===== src/rtl/mips_hazard_ctrl.sv =====
// Pipeline sequencing controller for the mips_16b 5-stage core: load-use stalls, MEM-resolved branches, HALT drain.
// Performance counters are built only when HAZARD_PERF_EN is defined; otherwise they read as zero.
module mips_hazard_ctrl #(
    parameter int CNT_W             = 32,
    parameter int LOAD_STALL_CYCLES = 1,
    parameter int BR_PENALTY        = 3,
    parameter int DRAIN_CYCLES      = 4
) (
    input  logic             clk,
    input  logic             reset,
    input  logic             clk_en,
    input  logic             mem_r_ex,
    input  logic [4:0]       dest_reg_ex,
    input  logic [4:0]       source1_id,
    input  logic [4:0]       source2_id,
    input  logic             uses_rs_id,
    input  logic             uses_rt_id,
    input  logic             halt_id,
    input  logic             branch_taken_mem,
    input  logic             retire_valid,
    output logic             pc_we,
    output logic             ifid_we,
    output logic             ifid_flush,
    output logic             idex_flush,
    output logic             exmem_flush,
    output logic             pc_src_branch,
    output logic             halted,
    output logic [CNT_W-1:0] cycle_count,
    output logic [CNT_W-1:0] instr_count,
    output logic [CNT_W-1:0] load_stall_count,
    output logic [CNT_W-1:0] branch_stall_count
);

    typedef enum logic [1:0] {RUN, LSTALL, DRAIN, HALTED} state_t;

    // The lu / halt cycle itself is the first stall / drain cycle, so the counter loads N-2.
    localparam logic [1:0] LSTALL_LOAD = (LOAD_STALL_CYCLES > 1) ? 2'(LOAD_STALL_CYCLES - 2) : 2'd0;
    localparam logic [1:0] DRAIN_LOAD  = (DRAIN_CYCLES > 1) ? 2'(DRAIN_CYCLES - 2) : 2'd0;

    state_t     state;
    state_t     state_nx;
    logic [1:0] cnt;
    logic [1:0] cnt_nx;
    logic       lu;
    logic       br;
    logic       stall;

    always_comb begin
        lu = mem_r_ex && (dest_reg_ex != 5'd0) &&
             ((uses_rs_id && (source1_id == dest_reg_ex)) ||
              (uses_rt_id && (source2_id == dest_reg_ex)));
        br    = branch_taken_mem && (state != HALTED);
        stall = !br && (((state == RUN) && lu) || (state == LSTALL));
    end

    always_comb begin
        state_nx = state;
        cnt_nx   = cnt;
        case (state)
            RUN: begin
                if (br) begin
                    state_nx = RUN;
                    cnt_nx   = 2'd0;
                end else if (lu) begin
                    if (LOAD_STALL_CYCLES > 1) begin
                        state_nx = LSTALL;
                        cnt_nx   = LSTALL_LOAD;
                    end
                end else if (halt_id) begin
                    if (DRAIN_CYCLES == 1) begin
                        state_nx = HALTED;
                    end else begin
                        state_nx = DRAIN;
                        cnt_nx   = DRAIN_LOAD;
                    end
                end
            end
            LSTALL: begin
                if (br || (cnt == 2'd0)) begin
                    state_nx = RUN;
                    cnt_nx   = 2'd0;
                end else begin
                    cnt_nx = cnt - 2'd1;
                end
            end
            DRAIN: begin
                if (br) begin
                    state_nx = RUN;
                    cnt_nx   = 2'd0;
                end else if (cnt == 2'd0) begin
                    state_nx = HALTED;
                end else begin
                    cnt_nx = cnt - 2'd1;
                end
            end
            default: begin
                state_nx = HALTED;
            end
        endcase
    end

    always_ff @(posedge clk) begin
        if (reset) begin
            state <= RUN;
            cnt   <= 2'd0;
        end else if (clk_en) begin
            state <= state_nx;
            cnt   <= cnt_nx;
        end
    end

    // Control outputs act in the same cycle; reset dominates the freeze.
    always_comb begin
        pc_we         = 1'b1;
        ifid_we       = 1'b1;
        ifid_flush    = 1'b0;
        idex_flush    = 1'b0;
        exmem_flush   = 1'b0;
        pc_src_branch = 1'b0;
        halted        = (state == HALTED);
        if (reset) begin
            pc_we       = 1'b0;
            ifid_we     = 1'b0;
            ifid_flush  = 1'b1;
            idex_flush  = 1'b1;
            exmem_flush = 1'b1;
            halted      = 1'b0;
        end else if (!clk_en) begin
            pc_we   = 1'b0;
            ifid_we = 1'b0;
        end else if (state == HALTED) begin
            pc_we       = 1'b0;
            ifid_we     = 1'b0;
            ifid_flush  = 1'b1;
            idex_flush  = 1'b1;
            exmem_flush = 1'b1;
        end else if (br) begin
            pc_src_branch = 1'b1;
            ifid_flush    = 1'b1;
            idex_flush    = 1'b1;
            exmem_flush   = 1'b1;
        end else if (stall) begin
            pc_we      = 1'b0;
            ifid_we    = 1'b0;
            idex_flush = 1'b1;
        end else if ((state == DRAIN) || ((state == RUN) && halt_id)) begin
            pc_we      = 1'b0;
            ifid_flush = 1'b1;
        end
    end

`ifdef HAZARD_PERF_EN
    logic [CNT_W-1:0] cycle_q;
    logic [CNT_W-1:0] instr_q;
    logic [CNT_W-1:0] lstall_q;
    logic [CNT_W-1:0] bstall_q;

    always_ff @(posedge clk) begin
        if (reset) begin
            cycle_q  <= '0;
            instr_q  <= '0;
            lstall_q <= '0;
            bstall_q <= '0;
        end else if (clk_en) begin
            if (state != HALTED) cycle_q <= cycle_q + CNT_W'(1);
            if (retire_valid) instr_q <= instr_q + CNT_W'(1);
            if (stall) lstall_q <= lstall_q + CNT_W'(1);
            if (br) bstall_q <= bstall_q + CNT_W'(BR_PENALTY);
        end
    end

    assign cycle_count        = cycle_q;
    assign instr_count        = instr_q;
    assign load_stall_count   = lstall_q;
    assign branch_stall_count = bstall_q;
`else
    logic perf_unused;
    assign perf_unused        = retire_valid;
    assign cycle_count        = '0;
    assign instr_count        = '0;
    assign load_stall_count   = '0;
    assign branch_stall_count = '0;
`endif

endmodule


===== config.mk =====
export PLATFORM = sky130hd
export DESIGN_NAME = mips_hazard_ctrl
export DESIGN_NICKNAME = d
export VERILOG_FILES = /design/src/rtl/mips_hazard_ctrl.sv
export SDC_FILE = /design/constraint.sdc
export NUM_CORES = 1
export LEC_CHECK = 0
export ABC_AREA = 1
export CAP_MARGIN = 20
export CORE_AREA = 2 2 76 78
export CTS_CLUSTER_SIZE = 14
export DETAILED_ROUTE_END_ITERATION = 7
export DIE_AREA = 0 0 78 80
export HOLD_SLACK_MARGIN = 0.02
export PLACE_DENSITY = 0.85
export SLEW_MARGIN = 5
export SYNTH_ARGS = -nofsm -noshare
export SYNTH_HDL_FRONTEND = slang
export SYNTH_SLANG_ARGS = --single-unit

===== constraint.sdc =====
create_clock -name clk -period 1.6 [get_ports clk]
set_clock_uncertainty 0.1 [all_clocks]
set_input_delay 0.32 -clock clk [delete_from_list [all_inputs] [get_ports clk]]
set_output_delay 0.32 -clock clk [all_outputs]
set_load 0.02 [all_outputs]

==> summary.txt <==
Floorplanning
  • Chip Width: ~78 um
  • Count of pins on the block boundary: 159
  • Die Footprint: 0.00624 mm2
  • CORE AREA: 0.00541 mm2
  • FP Rows: 27
  • Initial Util: 30.2%
  • Die outline height: 80 um

Final layout
  • Area added between synthesis and finish: 19.6%
  • NumNets Final: 336
  • Proportion of layout cells with a drive suffix above 1: 39.0%
  • Most common cell after layout, fill and taps aside: sky130_fd_sc_hd__conb_1
  • Multi-input combinational cell area: 0.00116 mm2
  • Area occupied by registers: approximately 85 um2
  • Number of antenna cells inserted: 0
  • Leading cell types in the layout, fill and taps excluded: 128 x sky130_fd_sc_hd__conb_1, 23 x sky130_fd_sc_hd__nand2_1, 20 x sky130_fd_sc_hd__nand2_2
  • Fill cell count: ~560

Detailed routing
  • Sum of routed wire length over all layers: around 3200 um
  • Remaining design rule violation count: 0
  • Iteration-0 DRC count of the detailed router: 22
  • Number of detailed-routing iterations run before antenna repair: 4
  • Number of routed nets with antenna violations: 0
  • Post-detailed-route wirelength per cell: 8.52 um
  • Vias/cell: ~3.3
  • Vias: 1,260

Logic synthesis
  • Synth top area cells: sky130_fd_sc_hd__buf_4 59%, sky130_fd_sc_hd__nand2_1 9.6%, sky130_fd_sc_hd__inv_1 5.5%
  • Fraction of synthesized cell area taken by the top area cell type: 58.8%
  • Post-synthesis sequential area ratio: approximately 4.9%
  • Number of storage elements in the synthesis netlist: 4
  • Netlist area before placement: 0.00163 mm2
  • Number of cells produced by synthesis: 254
  • Avg Inst Size Synth: 6.43 um2
  • Count of different cell masters after synthesis: 24
  • Most area-hungry cell type in the Yosys netlist: sky130_fd_sc_hd__buf_4
  • Synth Warn #: 0

Outcome
  • Violations in the final reports: negative setup slack
  • Run status: complete, but fails checks

Power
  • Leakage power total: 1.13 nW
  • Worst supply voltage drop on vdd: 0.000232 V
  • Cell Pwr Density: 517 mW/mm2
  • Share of total power in the clock network: 20.5%
  • Switching power of the nets: 0.536 mW
  • Part of the power in combinational logic: 67.8%
  • Internal: roughly 0.47 mW
  • Sequential power share: between 10 and 15%
  • Design Power: a little over 1 mW
  • Switch share: 53.0%

Flow run
  • MaxCap Viol Count: 0

Clock tree
  • Hold_buf cts: 0
  • Worst-case clock buffer depth: 2
  • Clock latency on the worst-skew pair: between 200 and 250 ps
  • Clock Tree Root: sky130_fd_sc_hd__clkbuf_8
  • Clock H-tree levels: 1
  • Clk pin slew, worst setup/hold paths: 30 ps
  • Num Clock Sinks: 4
  • Number of CTS-inserted buffers: 3
  • Clock tree from TritonCTS: done

Setup path
  • Critical setup path kind: in -> out
  • Worst setup EP type: output port
  • Startpoint Class: primary input
  • Maximum fanout along the worst path: 3
  • Worst endpoint required time: about 1200 ps
  • Worst reg2reg setup slack: -60 ps
  • Arrival time at the worst endpoint: 1390 ps

STA
  • Final hold violation count: 0
  • Least setup slack across all paths after layout: -213 ps
  • Clock period minus final worst setup slack: 1810 ps
  • Portion of the clock cycle consumed by the worst path in the final layout: 113%
  • Final number of setup-violating endpoints: 7
  • Achievable Freq: roughly 0.55 GHz
  • Aggregate negative setup slack: -864 ps
  • RSZ-0062 raised after global routing: true
  • Final Max Slew Viols: 0

GRT
  • First-pass GRT wire length: 3930 um
  • Via count of the first global-routing pass: 979
  • GRT Residual Overflow: 0
  • Global-route usage over all layers: 7.75%
  • Antenna violations before repair: 0
  • Largest net degree at the start of global routing: 7

Placement
  • Weighted congestion reported at the end of routability-driven placement: ~0.9
  • Detailed placement HPWL: 2420 um
  • Post-placement setup slack: -1160 ps
  • Port-buffer cells: 29

Hold path
  • Worst hold path type: reg -> reg
[path summary, 6_finish.rpt]
path / end / start / cells after the start
setup / recovery: pc_we / dest_reg_ex[3] / 12
hold / removal: cnt[0]$_SDFFE_PP0P_ / cnt[0]$_SDFFE_PP0P_ / 2
setup reg to reg: cnt[1]$_SDFFE_PP0P_ / state[0]$_SDFFE_PP0P_ / 8
hold reg to reg: cnt[0]$_SDFFE_PP0P_ / cnt[0]$_SDFFE_PP0P_ / 2
[routing by layer]
layer / vias up / GRT usage [%] / wire length (um)
met2: 81 / 16.3 / 1920
met4: 0 / 2.63 / 61
met1: 557 / 7.61 / 971
met5: - / 0 / 0
li1: 613 / - / -
met3: 9 / 1.02 / 260
[worst max-delay path: stages]
cell and delay [ps]:
sky130_fd_sc_hd__buf_8 80, sky130_fd_sc_hd__inv_4 40, sky130_fd_sc_hd__nand2_2 50, sky130_fd_sc_hd__nand2_1 40
sky130_fd_sc_hd__nor2_1 100, sky130_fd_sc_hd__nand3_1 90, sky130_fd_sc_hd__nand2_1 80, sky130_fd_sc_hd__nand2_2 70
sky130_fd_sc_hd__o21ai_4 180, sky130_fd_sc_hd__a21oi_4 80, sky130_fd_sc_hd__and2_4 140, sky130_fd_sc_hd__buf_6 120
[logic make-up (layout without fill, tap and decap cells)]
family / after synthesis / after routing / share of synthesized area (%)
buffers and inverters: 157 / 81 / 65.5
adders and majority gates: 5 / 5 / 3.83
AOI/OAI and AO/OA: 12 / 12 / 5.05
DFF: 4 / 4 / 4.90
and+or+nand+nor: 75 / 75 / 20.5
other: 1 / 128 / 0.229
[power by group through the flow]
stage,clock [mW],sequential [mW],combinational (mW)
final,0.208,0.117,0.686
after global placement,0,0.114,0.564
after detailed placement,0,0.114,0.574
after CTS,0.213,0.115,0.606
after global routing,0.224,0.118,0.736
after floorplan,0,0.113,0.662
[through the flow]
step                      cells  hold WS [ps]  utilization, %  area, um2
after global placement      371           345            30.8       1670
final                       377           379            36.2       1950
after global routing        377           410            36.2       1950
after CTS                   376           363            33.0       1780
after floorplan             381           289               -       2120
after detailed placement    371           354            30.8       1670
[timing repair]
action / CTS / global route
pin swaps: 43 / 40
gates resized for setup: 148 / 57
buffers inserted: 2 / 1
endpoints found under the hold margin: 0 / 0
setup endpoints to repair: 11 / 11
[Yosys cell counts]
library cell,instances
sky130_fd_sc_hd__nand2_1,42
sky130_fd_sc_hd__a21oi_1,5
sky130_fd_sc_hd__nor2_1,14
sky130_fd_sc_hd__nor2_2,1
sky130_fd_sc_hd__dfxtp_1,4
sky130_fd_sc_hd__ha_1,5
sky130_fd_sc_hd__conb_1,1
sky130_fd_sc_hd__o21ai_0,3
sky130_fd_sc_hd__and3_1,1
sky130_fd_sc_hd__nand2_4,2
sky130_fd_sc_hd__a211oi_4,1
sky130_fd_sc_hd__o21ai_1,1
sky130_fd_sc_hd__nand3b_1,1
sky130_fd_sc_hd__a21oi_2,1
sky130_fd_sc_hd__o21ai_2,1
sky130_fd_sc_hd__nand4_1,2
sky130_fd_sc_hd__and2_1,1
sky130_fd_sc_hd__inv_2,5
sky130_fd_sc_hd__nand2_2,2
sky130_fd_sc_hd__nor2_4,1
sky130_fd_sc_hd__nor3_1,2
sky130_fd_sc_hd__buf_4,128
sky130_fd_sc_hd__inv_1,24
sky130_fd_sc_hd__nand3_1,6
[layout make-up]
cell class                 instances  share of cell area, %
inverter                          29                   6.21
sequential                         4                   4.35
multi-input combinational        220                   59.3
tap                               72                   4.61
clock buffer                       3                   2.11
timing repair buffer              49                   23.4
Power figures use the tool's default switching activity.
